==> src/rtl/buzzer_pkg.sv <==
// buzzer_pkg: shared constants and types for the buzzer tone generator.
//   - NOTE_W / CNT_W      : note vector width and half-period counter width
//   - HP_DO .. HP_TI      : base half-period of each scale note, in clk cycles
//   - OCT_LOW/MID/HIGH    : octave encoding as seen on the octave output
//   - state_e             : tone FSM states
//   - half_period()       : octave-adjusted half-period for a note index
package buzzer_pkg;

  localparam int NOTE_W = 10;
  localparam int CNT_W  = 19;

  localparam logic [CNT_W-1:0] HP_DO  = 19'd191113;
  localparam logic [CNT_W-1:0] HP_RE  = 19'd170262;
  localparam logic [CNT_W-1:0] HP_MI  = 19'd151686;
  localparam logic [CNT_W-1:0] HP_FA  = 19'd143173;
  localparam logic [CNT_W-1:0] HP_SOL = 19'd127551;
  localparam logic [CNT_W-1:0] HP_LA  = 19'd113636;
  localparam logic [CNT_W-1:0] HP_TI  = 19'd101239;

  localparam logic [1:0] OCT_LOW  = 2'd0;
  localparam logic [1:0] OCT_MID  = 2'd1;
  localparam logic [1:0] OCT_HIGH = 2'd2;

  typedef enum logic {
    ST_IDLE = 1'b0,
    ST_PLAY = 1'b1
  } state_e;

  // idx: 1..7 = do..ti (0 returns 0, never loaded). Low doubles, high halves
  // with truncation; the low-octave do (382226) still fits in CNT_W bits.
  function automatic logic [CNT_W-1:0] half_period(input logic [2:0] idx,
                                                   input logic [1:0] oct);
    logic [CNT_W-1:0] base;
    case (idx)
      3'd1:    base = HP_DO;
      3'd2:    base = HP_RE;
      3'd3:    base = HP_MI;
      3'd4:    base = HP_FA;
      3'd5:    base = HP_SOL;
      3'd6:    base = HP_LA;
      3'd7:    base = HP_TI;
      default: base = '0;
    endcase
    case (oct)
      OCT_LOW:  half_period = base << 1;
      OCT_HIGH: half_period = base >> 1;
      default:  half_period = base;
    endcase
  endfunction

endpackage

==> src/rtl/note_deglitch.sv <==
// note_deglitch: accepts a synchronized vector only after it has held the
// same value for DEGLITCH_CYCLES consecutive cycles; shorter pulses vanish.
// Built only when TONE_DEGLITCH_EN is defined.
//   clk, rst : clock, synchronous active-high reset
//   din      : synchronized note vector
//   dout     : accepted (stable) note vector
`ifdef TONE_DEGLITCH_EN
module note_deglitch
  import buzzer_pkg::*;
#(
  parameter int DEGLITCH_CYCLES = 1_000_000
) (
  input  logic              clk,
  input  logic              rst,
  input  logic [NOTE_W-1:0] din,
  output logic [NOTE_W-1:0] dout
);

  localparam int CW = $clog2(DEGLITCH_CYCLES + 1);
  localparam logic [CW:0] LIM = (CW + 1)'(DEGLITCH_CYCLES);

  logic [NOTE_W-1:0] prev_q, prev_d;
  logic [NOTE_W-1:0] out_q, out_d;
  logic [CW-1:0]     cnt_q, cnt_d;
  logic [CW:0]       held;

  // held = number of cycles din has shown its present value, counting this
  // one. cnt_q saturates at the limit, so held needs one extra bit.
  always_comb begin
    held   = (din == prev_q) ? ({1'b0, cnt_q} + 1'b1) : {{CW{1'b0}}, 1'b1};
    prev_d = din;
    cnt_d  = (held >= LIM) ? LIM[CW-1:0] : held[CW-1:0];
    out_d  = (held >= LIM) ? din : out_q;
  end

  always_ff @(posedge clk) begin
    if (rst) begin
      prev_q <= '0;
      cnt_q  <= '0;
      out_q  <= '0;
    end else begin
      prev_q <= prev_d;
      cnt_q  <= cnt_d;
      out_q  <= out_d;
    end
  end

  assign dout = out_q;

endmodule
`endif

==> src/rtl/buzzer_tone_gen.sv <==
// buzzer_tone_gen: turns the 10-bit note vector into a square wave.
// Optional input deglitching is enabled by defining TONE_DEGLITCH_EN.
//   clk      : 100 MHz clock
//   rst      : synchronous active-high reset
//   note     : [6:0] do..ti, [7] low, [8] mid, [9] high octave (async)
//   buzzer   : square wave output
//   playing  : high while a tone sounds
//   note_idx : 0 = none, 1..7 = do..ti
//   octave   : 0 low, 1 mid, 2 high
module buzzer_tone_gen
  import buzzer_pkg::*;
#(
  parameter int DEGLITCH_CYCLES = 1_000_000
) (
  input  logic              clk,
  input  logic              rst,
  input  logic [NOTE_W-1:0] note,
  output logic              buzzer,
  output logic              playing,
  output logic [2:0]        note_idx,
  output logic [1:0]        octave
);

  logic [NOTE_W-1:0] sync1_q, sync1_d, sync2_q, sync2_d;
  logic [NOTE_W-1:0] sel_vec;
  logic [2:0]        sel_note;
  logic [1:0]        sel_oct;
  logic [CNT_W-1:0]  sel_limit;

  state_e           state_q, state_d;
  logic             buzzer_q, buzzer_d;
  logic [CNT_W-1:0] cnt_q, cnt_d;
  logic [CNT_W-1:0] limit_q, limit_d;
  logic [2:0]       note_idx_q, note_idx_d;
  logic [1:0]       octave_q, octave_d;

  assign sync1_d = note;
  assign sync2_d = sync1_q;

`ifdef TONE_DEGLITCH_EN
  note_deglitch #(
    .DEGLITCH_CYCLES(DEGLITCH_CYCLES)
  ) u_deglitch (
    .clk  (clk),
    .rst  (rst),
    .din  (sync2_q),
    .dout (sel_vec)
  );
`else
  assign sel_vec = sync2_q;
  logic unused_deglitch;
  assign unused_deglitch = (DEGLITCH_CYCLES != 0);
`endif

  // Lowest set note bit wins (scan downward so the last hit is the lowest);
  // octave priority is high > low > mid, with mid as the fallback.
  always_comb begin
    sel_note = 3'd0;
    for (int i = 6; i >= 0; i--) begin
      if (sel_vec[i]) sel_note = 3'(i + 1);
    end
    if (sel_vec[9])      sel_oct = OCT_HIGH;
    else if (sel_vec[7]) sel_oct = OCT_LOW;
    else                 sel_oct = OCT_MID;
    sel_limit = half_period(sel_note, sel_oct);
  end

  // Pitch reloads only at a toggle, so every half-period is whole and
  // pitch changes never glitch. Silence overrides the terminal count.
  always_comb begin
    state_d    = state_q;
    buzzer_d   = buzzer_q;
    cnt_d      = cnt_q;
    limit_d    = limit_q;
    note_idx_d = note_idx_q;
    octave_d   = octave_q;
    case (state_q)
      ST_IDLE: begin
        buzzer_d   = 1'b0;
        cnt_d      = '0;
        note_idx_d = 3'd0;
        if (sel_note != 3'd0) begin
          state_d    = ST_PLAY;
          buzzer_d   = 1'b1;
          limit_d    = sel_limit;
          note_idx_d = sel_note;
          octave_d   = sel_oct;
        end
      end
      ST_PLAY: begin
        if (sel_note == 3'd0) begin
          state_d    = ST_IDLE;
          buzzer_d   = 1'b0;
          cnt_d      = '0;
          note_idx_d = 3'd0;
        end else if (cnt_q == limit_q - 19'd1) begin
          buzzer_d   = ~buzzer_q;
          cnt_d      = '0;
          limit_d    = sel_limit;
          note_idx_d = sel_note;
          octave_d   = sel_oct;
        end else begin
          cnt_d = cnt_q + 19'd1;
        end
      end
      default: state_d = ST_IDLE;
    endcase
  end

  always_ff @(posedge clk) begin
    if (rst) begin
      sync1_q    <= '0;
      sync2_q    <= '0;
      state_q    <= ST_IDLE;
      buzzer_q   <= 1'b0;
      cnt_q      <= '0;
      limit_q    <= '0;
      note_idx_q <= 3'd0;
      octave_q   <= OCT_MID;
    end else begin
      sync1_q    <= sync1_d;
      sync2_q    <= sync2_d;
      state_q    <= state_d;
      buzzer_q   <= buzzer_d;
      cnt_q      <= cnt_d;
      limit_q    <= limit_d;
      note_idx_q <= note_idx_d;
      octave_q   <= octave_d;
    end
  end

  assign buzzer   = buzzer_q;
  assign playing  = (state_q == ST_PLAY);
  assign note_idx = note_idx_q;
  assign octave   = octave_q;

endmodule

==> config.mk <==
export PLATFORM = sky130hd
export DESIGN_NAME = buzzer_tone_gen
export DESIGN_NICKNAME = d
export VERILOG_FILES = /design/src/rtl/buzzer_pkg.sv /design/src/rtl/note_deglitch.sv /design/src/rtl/buzzer_tone_gen.sv
export SDC_FILE = /design/constraint.sdc
export NUM_CORES = 1
export LEC_CHECK = 0
export CAP_MARGIN = 20
export CORE_MARGIN = 2
export CORE_UTILIZATION = 25
export DETAILED_ROUTE_END_ITERATION = 12
export SYNTH_ARGS = -nofsm -noshare
export SYNTH_HDL_FRONTEND = slang
export SYNTH_SLANG_ARGS = --single-unit
==> constraint.sdc <==
create_clock -name clk -period 4 [get_ports clk]
set_clock_uncertainty 0.1 [all_clocks]
set_input_delay 0.4 -clock clk [delete_from_list [all_inputs] [get_ports clk]]
set_output_delay 0.4 -clock clk [all_outputs]
set_load 0.03 [all_outputs]
# [After elaboration in Yosys (flattened, before gate mapping)]
# Index checks and enable logic that the tools add are counted.
[totals] regBits=65 elab_cells=61
[classes] n_addsub=2 n_eq_ne=13 muxes=32 n_bitwise=2 reduce_logical=4
[ops] cell="$pmux 18 s7" count=1
[ops] cell="$pmux 19 s2" count=3
[ops] cell="$mux 19" count=5
[ops] cell="$mux 3" count=10
[ops] cell="$add 19x1->19 const B" count=1
[ops] cell="$eq 19x19->1" count=1
[ops] cell="$sub 19x1->19 const B" count=1
[ops] cell="$eq 3x3->1 const B" count=4
[ops] cell="$mux 2" count=4
[ops] cell="$eq 3x2->1 const B" count=2
[ops] cell="$pmux 3 s2" count=1
[ops] cell="$mux 1" count=5
[ops] cell="$ne 2x2->1 const B" count=2
[ops] cell="$pmux 1 s2" count=2
[ops] cell="$pmux 2 s2" count=1
[ops] cell="$eq 3x1->1 const B" count=1
[ops] cell="$logic_not 3->1" count=1
[ops] cell="$ne 3x1->1 const B" count=1
[ops] cell="$reduce_and 3->1" count=1
[ops] cell="$reduce_bool 3->1" count=1
[ops] cell="$eq 2x2->1 const B" count=1
[ops] cell="$logic_not 2->1" count=1
[ops] cell="$ne 2x1->1 const B" count=1
[ops] cell="$not 1->1" count=2

# [Logic depth before layout (Yosys ltp)]
[logic_depth] depth_word=13 ltp_mapped=11 depth_no_buf=10

# [Least setup slack after synthesis]
# OpenSTA, ideal clock, no wires.
[synth_path] path_kind="reg2reg" startpoint="register limit_q[0]" endpoint="register limit_q[9]" setup_time_ns=0.116 t_arrival_ns=2.642 required_time_ns=3.784 setup_slack_ns=1.141 path_stages_with_launch=12 path_buffers=1 synth_period_minus_slack_ns=2.859 cell_sequence="dfxtp_1 -> inv_1 -> ha_1 -> nor3b_2 -> nand4b_1 -> o32a_1 -> a211oi_1 -> nand4_2 -> o31a_1 -> buf_6 -> o211a_1 -> a41o_1"
[synth_between] elab_chain_len=4
[synth_rtl] element="from (decl)" line_no="buzzer_tone_gen.sv:33" rtl="logic [CNT_W-1:0] limit_q, limit_d;"
[synth_rtl] element="from (signal assigned)" line_no="buzzer_tone_gen.sv:126" rtl="limit_q <= limit_d;"
[synth_rtl] element="$sub 19x1->19" line_no="buzzer_tone_gen.sv:96" rtl="end else if (cnt_q == limit_q - 19'd1) begin"
[synth_rtl] element="$eq 19x19->1" line_no="buzzer_tone_gen.sv:96"
[synth_rtl] element="$ne 2x1->1 (no line)"
[synth_rtl] element="$reduce_and 3->1 (no line)"
# Every way passes these cells.
# A chain may end at the register's enable or synchronous reset.

# [Final worst setup path]
# Ends and elaborated chain as after synthesis.

==> metrics.txt <==
Peak VDD IR=0.242 mV; Area contributors post-synth=dfxtp_1 34%, nor2_1 5.3%, xnor2_1 5.0%; RSZ-0062 raised after global routing=false; drt initial violations=299; Initial Util=25.4%; DRC=0; number of buffers added on ports=17; status=finished, final reports clean; sequential share of power=35.7%; commonest non-fill, non-tap cell in the layout=dfxtp_1; leading area contributor after synthesis=dfxtp_1; core area=14500 sq um; Slew HR=33.9%; crit path from=limit_q[0]$_SDFFE_PP0P_; Clock Sinks=63; placer congestion estimate=0.901; ANT nets after route=0; Setup crit end kind=flop; Overflow after GRT=0; post-detail-place hpwl=6390 um; Seq/Total Area, Yosys=34.3%; Synth top area share=34.3%; CP peak stage delay=760 ps; syn nets=467; final hold slack=333 ps; gr usage total=12.3%; FP Rows=44; die footprint=15700 sq um; share of post-route cells with drive strength above 1=8.50%; vias=3376; largest net degree at the start of global routing=39; max frequency=282 MHz; final period utilization=88.7%; number of global-route vias before repair=3205; chip height=125 um; Total Power=2.05 mW; PD cells=476 nW/um^2; Clock Power Share=41.5%; Distinct cells, synth=71; Non-Filler Instances=643; maximum buffer depth of the clock tree=2; Multi-input gate area=2240 sq um; Post-CTS Setup Bufs=0; H-Tree Depth=3; Pint=1.41 mW; CP bufs+invs=1; setup TNS=0 ps; Mapped Cells=453; Avg Cell Area, Syn=8.13 sq um; final wirelength=9290 um; clk slew on worst S/H paths=60 ps; Mapped Area=3680 sq um; DRT Pass-1 Iters=5; worst flop-to-flop path startpoint=limit_q[0]$_SDFFE_PP0P_; fin area=4300 sq um; most frequent cells in the layout=63 x dfxtp_1, 52 x nor2_1, 32 x a21oi_1, 25 x nand3_1, 25 x nand2_1; Via-to-Cell Ratio=5.25; fin nets=468; Setup violations, final=0; EDFF count, synth=0; hold_sp=sync1_q[5]$_SDFF_PP0_; Min-Delay Path Class=reg -> reg; initial antenna violation count=0; Sequential cell area=1260 sq um; CTS Root Cell=clkbuf_16; sw frac=31.1%; max-slew violation count=0; filler cell count in the final layout=1512; IO Pins=19; Worst Path Required=4120 ps; total CTS buffers=9; Fin. Hold Viols=0; global-route wire length before repair=16100 um; CP Cell Sequence=inv_1, ha_1, nor3b_2, and4_1, xnor2_1, and4_1, nor3_2, o31a_1, nor2_2, a41o_1; critical path type=reg -> reg; dpl cells=627; CTS tree=built; WL per Instance=14.4 um; hold buffer count at CTS=0; leakage power=1.53 nW; CP Launch Type=flop; Switch Pwr=636 uW; Max FO, Critical Path=22; crit path max-delay cell type=o31a_1; combinational power share=22.8%; worst path arrival time=3670 ps; Synth async-reset ratio=0%; dpl cell area=3980 sq um; worst-skew pair later-pin latency=340 ps; Post-CTS Resized=0; Most common cell on crit path=and4_1; final worst path period need=3550 ps; Die Wd=125 um; CP delay by family, top=simple AND/OR/NAND/NOR gates; Most used DFF post-synth=dfxtp_1; diode count=0; Layout area overhead=16.9%; Seq cells post-synth=63; Ys Warns=0; Max Cap Viol=0; Slew @ Worst Pin=991 ps
-- layout make-up --
cell class                 instances  area share [%]
multi-input combinational        349            52.1
tap                              184            5.35
timing repair buffer              24            5.18
sequential                        63            29.3
inverter                           7           0.611
clock inverter                     7            2.24
clock buffer                       9            5.24
-- layer usage --
metal / part of all wire, % / vias to the layer above / track usage [%]
met5: 0 / - / 0
met4: 1.2 / 0 / 3.86
met3: 4.2 / 11 / 2.65
met2: 47 / 84 / 20.4
met1: 47 / 1618 / 15.9
li1: - / 1663 / -
-- power groups by stage --
| stage | Combinational (mW) | Sequential (mW) | Clock (mW) |
|---|---|---|---|
| floorplan | 0.373 | 0.722 | 0 |
| global placement | 0.451 | 0.741 | 0 |
| detailed placement | 0.458 | 0.743 | 0 |
| CTS | 0.464 | 0.730 | 0.863 |
| global route | 0.515 | 0.738 | 0.892 |
| finish | 0.466 | 0.731 | 0.848 |
-- worst paths after layout --
kind                                                end  slack (ps)  cells past startpoint
worst max-delay path            limit_q[9]$_SDFFE_PP0P_         450                     10
worst min-delay path              sel_vec[5]$_SDFF_PP0_         330                      1
worst max register to register  limit_q[9]$_SDFFE_PP0P_         450                     10
worst min register to register    sel_vec[5]$_SDFF_PP0_         330                      1
-- logic make-up (layout without fill, tap and decap cells) --
kind of cell               count (synthesis)  count (layout)  synth area share (%)
buffers and inverters                     41              47                  4.89
and+or+nand+nor                          184             184                  27.0
AOI/OAI and AO/OA                        120             120                  22.9
xor gates and xnor gates                  42              42                  9.99
DFF                                       63              63                  34.3
adders and majority gates                  3               3                 0.952
-- flip-flops by register name, indices dropped and copies added (netlist names) --
name      flops
buzzer        1
cnt_q        19
limit_q      19
note_idx      3
octave        2
playing       1
sel_vec       9
sync1_q       9
-- cells in the mapped netlist, drive strengths merged, types with 4 or more instances --
| master | instances |
|---|---|
| inv | 6 |
| nor3 | 15 |
| nor4 | 4 |
| dfxtp | 63 |
| nor2 | 53 |
| a31o | 4 |
| o211ai | 8 |
| nand3 | 25 |
| o41ai | 4 |
| a21oi | 32 |
| o31ai | 5 |
| and3 | 9 |
| xor2 | 21 |
| nor4b | 5 |
| or3 | 4 |
| a31oi | 4 |
| nor2b | 20 |
| nand2 | 26 |
| xnor2 | 21 |
| and2 | 5 |
| a211oi | 10 |
| buf | 10 |
| clkbuf | 24 |
| o21ai | 18 |
| nand4 | 5 |
-- stage by stage --
stage / setup WS [ps] / util (%)
floorplan: 1140 / -
detailed placement: 460 / 27.5
CTS: 436 / 29.7
finish: 451 / 29.7
global route: 166 / 29.7
global placement: 557 / 27.5
Note: power is estimated with default switching activity, not from simulation.
